## src/rtl/ds_rate_controller.sv

```systemverilog
// ds_rate_controller
//   Sample-rate scheduler in front of the DeltaSigma modulator. Samples from
//   the interpolator/FIR chain are buffered in a small FIFO. A modulator
//   clock-enable strobe is generated every CLK_DIV clocks. Each sample is held
//   on mod_data for OSR strobes. The block also handles start-up priming,
//   underrun muting and the one-cycle clear of the modulator accumulators.
//
// Ports
//   clk           in   system clock, rising edge
//   reset         in   asynchronous active-high reset
//   enable        in   run request (level); dropping it flushes and idles
//   in_data       in   DW-bit two's complement input sample
//   in_valid      in   in_data valid
//   in_ready      out  FIFO can accept (combinational, level != FIFO_DEPTH)
//   mod_ce        out  modulator clock-enable, one-cycle strobe (registered)
//   mod_data      out  sample presented to the modulator (registered)
//   mod_rst       out  one-cycle clear of modulator accumulators/feedback
//   underrun      out  sticky flag: FIFO empty at a sample boundary
//   underrun_clr  in   clears underrun (a same-cycle set takes priority)
//   state         out  00 IDLE, 01 PRIME, 10 RUN, 11 MUTE
//   fifo_level    out  number of FIFO entries held
module ds_rate_controller #(
  parameter int DW         = 14,
  parameter int OSR        = 64,
  parameter int CLK_DIV    = 4,
  parameter int FIFO_DEPTH = 4
) (
  input  logic                          clk,
  input  logic                          reset,
  input  logic                          enable,
  input  logic signed [DW-1:0]          in_data,
  input  logic                          in_valid,
  output logic                          in_ready,
  output logic                          mod_ce,
  output logic signed [DW-1:0]          mod_data,
  output logic                          mod_rst,
  output logic                          underrun,
  input  logic                          underrun_clr,
  output logic [1:0]                    state,
  output logic [$clog2(FIFO_DEPTH):0]   fifo_level
);

  localparam int AW    = $clog2(FIFO_DEPTH);
  localparam int LW    = AW + 1;
  localparam int DIV_W = $clog2(CLK_DIV);
  localparam int OSR_W = $clog2(OSR);

  localparam logic [LW-1:0]    PRIME_LVL = LW'(FIFO_DEPTH / 2);
  localparam logic [LW-1:0]    FULL_LVL  = LW'(FIFO_DEPTH);
  localparam logic [DIV_W-1:0] DIV_LAST  = DIV_W'(CLK_DIV - 1);
  localparam logic [OSR_W-1:0] OSR_LAST  = OSR_W'(OSR - 1);

  typedef enum logic [1:0] {
    S_IDLE  = 2'b00,
    S_PRIME = 2'b01,
    S_RUN   = 2'b10,
    S_MUTE  = 2'b11
  } state_t;

  state_t cur_state, nxt_state;

  // FIFO storage and bookkeeping
  logic signed [DW-1:0] mem [FIFO_DEPTH];
  logic [AW-1:0]        wr_ptr, rd_ptr;
  logic [LW-1:0]        level;

  // Tick generation
  logic [DIV_W-1:0]     div_cnt;
  logic [OSR_W-1:0]     osr_cnt;

  // Decoded controls from the output process
  logic active;       // RUN or MUTE: counters run
  logic drop;         // enable removed while not idle
  logic tick;         // next edge produces a modulator strobe
  logic boundary;     // that strobe starts a new sample
  logic primed;
  logic have_data;
  logic push;
  logic pop;
  logic set_underrun;
  logic start;
  logic signed [DW-1:0] head;

  assign state      = cur_state;
  assign fifo_level = level;
  assign in_ready   = (level != FULL_LVL);
  assign head       = mem[rd_ptr];

  // FSM: state register
  always_ff @(posedge clk or posedge reset) begin
    if (reset) cur_state <= S_IDLE;
    else       cur_state <= nxt_state;
  end

  // FSM: next-state logic
  always_comb begin
    nxt_state = cur_state;
    unique case (cur_state)
      S_IDLE:  if (enable) nxt_state = S_PRIME;
      S_PRIME: begin
        if (!enable)     nxt_state = S_IDLE;
        else if (primed) nxt_state = S_RUN;
      end
      S_RUN: begin
        if (!enable)           nxt_state = S_IDLE;
        else if (set_underrun) nxt_state = S_MUTE;
      end
      S_MUTE: begin
        if (!enable)  nxt_state = S_IDLE;
        else if (pop) nxt_state = S_RUN;
      end
      default: nxt_state = S_IDLE;
    endcase
  end

  // FSM: output / control decode
  always_comb begin
    active       = 1'b0;
    drop         = 1'b0;
    tick         = 1'b0;
    boundary     = 1'b0;
    pop          = 1'b0;
    set_underrun = 1'b0;
    start        = 1'b0;
    primed       = (level >= PRIME_LVL);
    have_data    = (level != '0);
    active       = (cur_state == S_RUN) || (cur_state == S_MUTE);
    drop         = (cur_state != S_IDLE) && !enable;
    start        = (cur_state == S_IDLE) && enable;
    tick         = active && enable && (div_cnt == DIV_LAST);
    boundary     = tick && (osr_cnt == '0);
    // RUN pops whatever is there; MUTE waits until the FIFO is re-primed so
    // a trickle of samples cannot toggle between RUN and MUTE every sample.
    pop          = boundary && (((cur_state == S_RUN) && have_data) ||
                                ((cur_state == S_MUTE) && primed));
    set_underrun = boundary && (cur_state == S_RUN) && !have_data;
    push         = in_valid && in_ready && !drop;
  end

  // Stage p0: tick counters (held at zero outside RUN/MUTE so the first
  // strobe lands exactly CLK_DIV cycles after entering RUN)
  always_ff @(posedge clk or posedge reset) begin
    if (reset) begin
      div_cnt <= '0;
      osr_cnt <= '0;
    end else if (!active || drop) begin
      div_cnt <= '0;
      osr_cnt <= '0;
    end else begin
      div_cnt <= (div_cnt == DIV_LAST) ? '0 : div_cnt + 1'b1;
      if (tick) osr_cnt <= (osr_cnt == OSR_LAST) ? '0 : osr_cnt + 1'b1;
    end
  end

  // FIFO storage: contents need no reset, pointers and level qualify them
  always_ff @(posedge clk) begin
    if (push) mem[wr_ptr] <= in_data;
  end

  always_ff @(posedge clk or posedge reset) begin
    if (reset) begin
      wr_ptr <= '0;
      rd_ptr <= '0;
      level  <= '0;
    end else if (drop) begin
      wr_ptr <= '0;
      rd_ptr <= '0;
      level  <= '0;
    end else begin
      if (push) wr_ptr <= wr_ptr + 1'b1;
      if (pop)  rd_ptr <= rd_ptr + 1'b1;
      unique case ({push, pop})
        2'b10:   level <= level + 1'b1;
        2'b01:   level <= level - 1'b1;
        default: level <= level;
      endcase
    end
  end

  // Stage p1: modulator-facing registers; mod_data and the boundary strobe
  // change on the same edge
  always_ff @(posedge clk or posedge reset) begin
    if (reset) begin
      mod_ce   <= 1'b0;
      mod_rst  <= 1'b0;
      mod_data <= '0;
      underrun <= 1'b0;
    end else begin
      mod_ce  <= tick;
      mod_rst <= start;
      if (drop || (cur_state == S_IDLE)) mod_data <= '0;
      else if (boundary)                 mod_data <= pop ? head : '0;
      if (set_underrun)      underrun <= 1'b1;
      else if (underrun_clr) underrun <= 1'b0;
    end
  end

endmodule

```

## config.mk

```make
export PLATFORM = sky130hd
export DESIGN_NAME = ds_rate_controller
export DESIGN_NICKNAME = d
export VERILOG_FILES = /design/src/rtl/ds_rate_controller.sv
export SDC_FILE = /design/constraint.sdc
export NUM_CORES = 1
export LEC_CHECK = 0
export ABC_CLOCK_PERIOD_IN_PS = 2100
export BUFFER_PORTS_ARGS = -buffer_cell sky130_fd_sc_hd__buf_2
export CAP_MARGIN = 30
export CORE_MARGIN = 2
export CORE_UTILIZATION = 52
export DETAILED_ROUTE_END_ITERATION = 10
export HOLD_SLACK_MARGIN = 0.03
export PLACE_DENSITY = 0.78
export SETUP_SLACK_MARGIN = 0.15
export SLEW_MARGIN = 20
export SYNTH_ARGS = -nofsm -noshare
export SYNTH_HDL_FRONTEND = slang
export SYNTH_SLANG_ARGS = --single-unit
```

## constraint.sdc

```tcl
create_clock -name clk -period 2.1 [get_ports clk]
set_input_delay 0.525 -clock clk [delete_from_list [all_inputs] [get_ports clk]]
set_output_delay 0.525 -clock clk [all_outputs]
set_load 0.02 [all_outputs]
```

# == Word level (Yosys, flattened, before mapping) ==
# Memory sizes are Yosys's and may differ from the RTL's.
# Index checks and enable logic that the tools add are counted.
# op_classes
n_lt_le_gt_ge,1
n_eq_ne,12
mux,26
n_reduce_logical,31
addsub,6
# op_table
cell,count
two-way mux 14 bit,3
two-way mux 2 bit,13
two-way mux 6 bit,3
logical AND 1 bit,12
"inequality test 3 bit, second input constant",4
nonzero test 2 bit,6
"equality test 2 bit, second input constant",4
case mux 2 bit (4 select lines),1
"adder 2 x 1 -> 2 bit, second input constant",3
"adder 6 x 1 -> 6 bit, second input constant",1
"equality test 6 bit, second input constant",1
logical NOT 6 bit,1
case mux 3 bit (2 select lines),1
nonzero test 3 bit,2
"equality test 2 x 1 -> 1 bit, second input constant",2
logical NOT 1 bit,4
logical OR 1 bit,4
two-way mux 1 bit,4
AND reduction 4 bit,1
"adder 3 x 1 -> 3 bit, second input constant",1
"greater-or-equal comparator 3 x 2 -> 1 bit, second input constant",1
two-way mux 3 bit,1
"subtractor 3 x 1 -> 3 bit, second input constant",1
logical NOT 2 bit,1
"inequality test 2 bit, second input constant",1
# totals
mem_count,1
out_inout_bits,23
ram_bits,56
reg_bits,34
word_cells,87
# memory_table
memory,words,width,read_ports,rd_clocked_by_memory_dff,write_ports,line,text
mem,4,14,1,0,1,63,logic signed [DW-1:0] mem [FIFO_DEPTH];

# == Depth between registers and ports, before layout ==
# depth
ltp_word,10
ltp_mapped,9
depth_no_buf,9

# == Worst setup path after synthesis ==
# No wires, ideal clock.
# synth_timing
kind,register to register
startpoint,reg level[1] (netlist: fifo_level[1])
endpoint,reg level[2] (netlist: fifo_level[2])
n_path_buf,0
arrival_ns,2.031
path_stages_with_launch,8
synth_period_minus_slack_ns,2.110
setup_ns,0.079
setup_slack_ns,-0.010
path_cell_list,dfrtp_1 or2_2 o211ai_2 nor2_1 fa_1 and3_4 mux2i_1 mux2i_1
# synth_between
elab_chain_cells,7
# synth_lines
element,line,text
"start, declared",65,logic [LW-1:0] level;
"start signal, assigned",173,2'b10: level <= level + 1'b1;
"start signal, assigned",174,2'b01: level <= level - 1'b1;
"start signal, assigned",175,default: level <= level;
greater-or-equal comparator 3 x 2 -> 1 bit or nonzero test 3 bit (tied branches),"125, 126",
logical AND 1 bit (on tied branches),"135, 134",
logical OR 1 bit,134,pop = boundary && (((cur_state == S_RUN) && have_data) ||
logical AND 1 bit,134,
equality test 2 x 1 -> 1 bit or equality test 2 bit (tied branches),172,"unique case ({push, pop})"
case mux 3 bit (2 select lines),172,
two-way mux 3 bit,165,end else if (drop) begin
# Parallel ways exist; a longest one is shown, timed or not.
# A chain may end at the register's enable or synchronous reset.

# == Final worst setup path ==
# layout_timing
startpoint,reg level[1] (netlist: fifo_level[1])
endpoint,out in_ready
# layout_between
elab_chain_cells,1
# layout_lines
element,line,text
inequality test 3 bit,86,assign in_ready = (level != FULL_LVL);
"end, declared",33,"output logic in_ready,"
# Every way passes these cells.

==> impl_summary.txt <==
----------------------------------------------------
[Floorplan]
  Cell Rows ... 31
  Number of ports placed on the die boundary ... 42
  Die footprint ... 0.00794 mm^2
  Area of the placeable core ... 0.00714 mm^2
  Initial core utilization ... 52.8%
  Height of the die ... 89.1 um
  Width of the die ... 89.1 um

[Logic synthesis]
  Synthesized area ... 0.00377 mm^2
  Number of instances in the synthesized netlist ... 238
  Count of unique library cells instantiated by Yosys ... 43
  Number of register bits inferred by synthesis ... 90
  Sequential-to-total area share from yosys stat ... 67.2%
  Total nets after synthesis ... 265
  Number of flops mapped to enable cells by yosys ... 56
  Syn. warnings ... 0
  FFs w/ async S/R, synth ... 37.8%
  Average footprint of a synthesized cell ... 15.8 um^2
  Leading register cell type out of synthesis ... edfxtp_1

[Worst setup path]
  Critical Path, Cell by Cell ... or3b_4, buf_6, buf_6
  Length in cells of the worst reg-to-reg path ... 9
  CP Capture Type ... output pin
  Reg-to-reg endpoint ... fifo_level[2]$_DFFE_PP0P_
  Crit path buf inv count ... 2
  Setup slack on the worst flop-to-flop path ... 0.16 ns
  Peak per-stage delay on the critical path ... 0.43 ns
  Cell type with the highest occurrence count on the critical path ... buf_6
  Slowest cell on the critical path ... dfrtp_2
  Crit path from ... fifo_level[1]$_DFFE_PP0P_
  Worst setup endpoint ... in_ready
  Maximum fanout along the worst path ... 3
  Instance count on the critical path ... 3
  Critical path start-end classification ... reg -> out
  Launch instance of the worst register-to-register path ... osr_cnt[0]$_DFFE_PP0P_
  Critical Path AT ... 1.48 ns
  Startpoint types ... register
  CP delay by family, top ... flip-flops
  Required time reported for the critical path endpoint ... 1.57 ns

[STA]
  Period Utilization, post-route ... 95.5%
  Final setup viols ... 0
  Setup tns final ... 0 ns
  Count of pins over their slew limit ... 0
  Worst hold margin ... 0.243 ns
  Measured slew at the worst slew-check pin ... 0.655 ns
  Setup ws final ... 0.0952 ns
  Min Tclk post-route ... 2.00 ns
  Hold Vio Cnt, Final ... 0
  Maximum clock frequency ... 499 MHz
  Worst relative slew slack ... 55.8%
  Setup repair after global routing missed its margin ... true
  Clock Skews ... 0.0107 ns

[Power]
  Total Power Consumption ... 4.31 mW
  Pwr dens ... 963 mW/mm^2
  Leakage ... 1.83 nW
  Worst supply voltage drop on vdd ... 0.424 mV

[Cells and area]
  Fraction of layout instances using a drive strength above 1 ... 39.4%
  Post-layout utilization of the core ... 62.7%
  Antenna Diode Count ... 0
  Fillers ... 554
  Layout overhead on the synthesized area ... 18.8%
  Final nets ... 329

[Run]
  # Max-Cap Violations ... 0

[Detailed routing]
  Number of vias in the routed layout ... 2176
  Vias per cell ... 5.36
  1st-pass router iterations ... 4
  Count of antenna-violating nets left after detailed routing ... 0
  Final Routed Wirelength ... 6730 um
  Drt initial violations ... 116
  Number of design rule violations left after detail routing ... 0
  Routed length per instance ... 16.6 um

[Placed design]
  Post-detailed-placement half-perimeter wirelength ... 4220 um
  Number of buffer cells added on primary ports ... 41
  RD Place Congestion ... 0.841
  Setup Slack @ Placement ... 0.0670 ns

[Clock tree]
  Clock Pin Slew Worst Setup and Hold Paths ... 0.10 ns
  Clock tree from TritonCTS ... done
  H-tree depth ... 3
  Clock Tree Root ... clkbuf_8
  Number of buffers added by the clock tree synthesis step ... 9
  Clock latency on the worst-skew pair ... 0.36 ns
  Number of clock sinks ... 90
  Max Buffers Root-to-Sink ... 2

[Global route]
  Global-route usage over all layers ... 19.0%
  Leftover overflow at the end of global routing ... 0
  Number of antenna violations at the first check in global routing ... 0
  Wire length of the first global-routing pass ... 10900 um
  Pin count of the biggest net entering global routing ... 35
  Via count of the first global-routing pass ... 2230

[Outcome]
  Status ... finished, final reports clean

[Min path]
  Class of the most critical hold timing path ... in -> async

----------------------------------------------------
worst min-delay path: cells and delay by family:
kind,cells,cell delay (ns)
buffers and inverters,3,0.51
worst min-delay path by stage:
stage / startpoint / endpoint / cells after the start
floorplan: div_cnt[0]$_DFF_PP0_ / div_cnt[0]$_DFF_PP0_ / 1
global placement: div_cnt[0]$_DFF_PP0_ / div_cnt[0]$_DFF_PP0_ / 1
detailed placement: div_cnt[0]$_DFF_PP0_ / div_cnt[0]$_DFF_PP0_ / 1
CTS: reset / mod_rst$_DFF_PP0_ / 3
global route: reset / mod_data[0]$_DFFE_PP0P_ / 3
finish: reset / mod_data[5]$_DFFE_PP0P_ / 3
routing by layer:
metal  routed length (um)  track usage [%]
met1                 2940             24.9
met4                  201             10.9
met3                  168             3.14
met2                 3420             30.4
met5                    0                0
logic make-up (layout without fill, tap and decap cells):
family / Yosys count / after routing / share of synthesized area (%)
flops: 90 / 90 / 67.2
simple gates: 49 / 49 / 7.94
compound gates: 36 / 36 / 7.64
buf+inv: 32 / 101 / 3.75
mux: 18 / 18 / 9.43
fa+ha+maj: 8 / 8 / 2.86
xor+xnor: 5 / 5 / 1.16
sequential cells by signal, indices dropped and copies added, names as in the netlist, 2 cells and up:
register	count
wr_ptr	2
osr_cnt	6
state	2
mem	56
mod_data	14
fifo_level	3
div_cnt	2
rd_ptr	2
through the flow:
step / area [um^2] / instances
after floorplan: 3800 / 238
after global placement: 4160 / 382
after detailed placement: 4160 / 382
after CTS: 4440 / 404
after global routing: 4470 / 406
final: 4470 / 406
timing repair:
action / CTS / global route
pin swaps: 2 / 2
cloned: 0 / 0
setup buffers: 6 / 2
endpoints found under the setup margin: 16 / 45
resized for setup: 6 / 8
hold buffers: 0 / 0
report_power, final:
part	leakage [nW]	internal, mW	switching, mW
clock network	0.0999	0.572	0.647
logic	0.755	0.346	0.514
registers	0.973	2.14	0.0924
placed cells by master, fill, tap and decap left out, drive strengths merged, types with 4 or more instances in the layout:
cell,instances
a21oi,8
and2,4
and3,4
buf,62
clkbuf,9
dfrtp,34
edfxtp,56
ha,7
inv,26
mux2i,4
mux4,14
nand2,11
nand2b,4
nor2,12
o2bb2ai,14
cells in the mapped netlist, drive strengths merged, types with 3 or more instances:
cell type	n	area [um^2]
nand2b	4	25.0
and3	4	35.0
edfxtp	56	1680
o211ai	3	27.5
nor3	3	37.5
mux2i	4	40.0
inv	23	86.3
and2	4	25.0
buf	8	51.3
o21ai	3	15.0
nand2	11	48.8
ha	7	87.6
a21oi	8	40.0
mux4	14	315
nor2	12	45.0
dfrtp	34	851
xnor2	3	26.3
o2bb2ai	14	123
cell type report:
cell class / count / area [um^2] / area share, %
Sequential cell: 90 / 2540 / 56.7
Clock inverter: 7 / 85.1 / 1.90
Timing Repair Buffer: 62 / 373 / 8.33
Clock buffer: 9 / 124 / 2.77
Inverter: 23 / 86.3 / 1.93
Tap cell: 99 / 124 / 2.77
Multi-Input combinational cell: 116 / 1150 / 25.6
(Power assumes the default switching activity.)
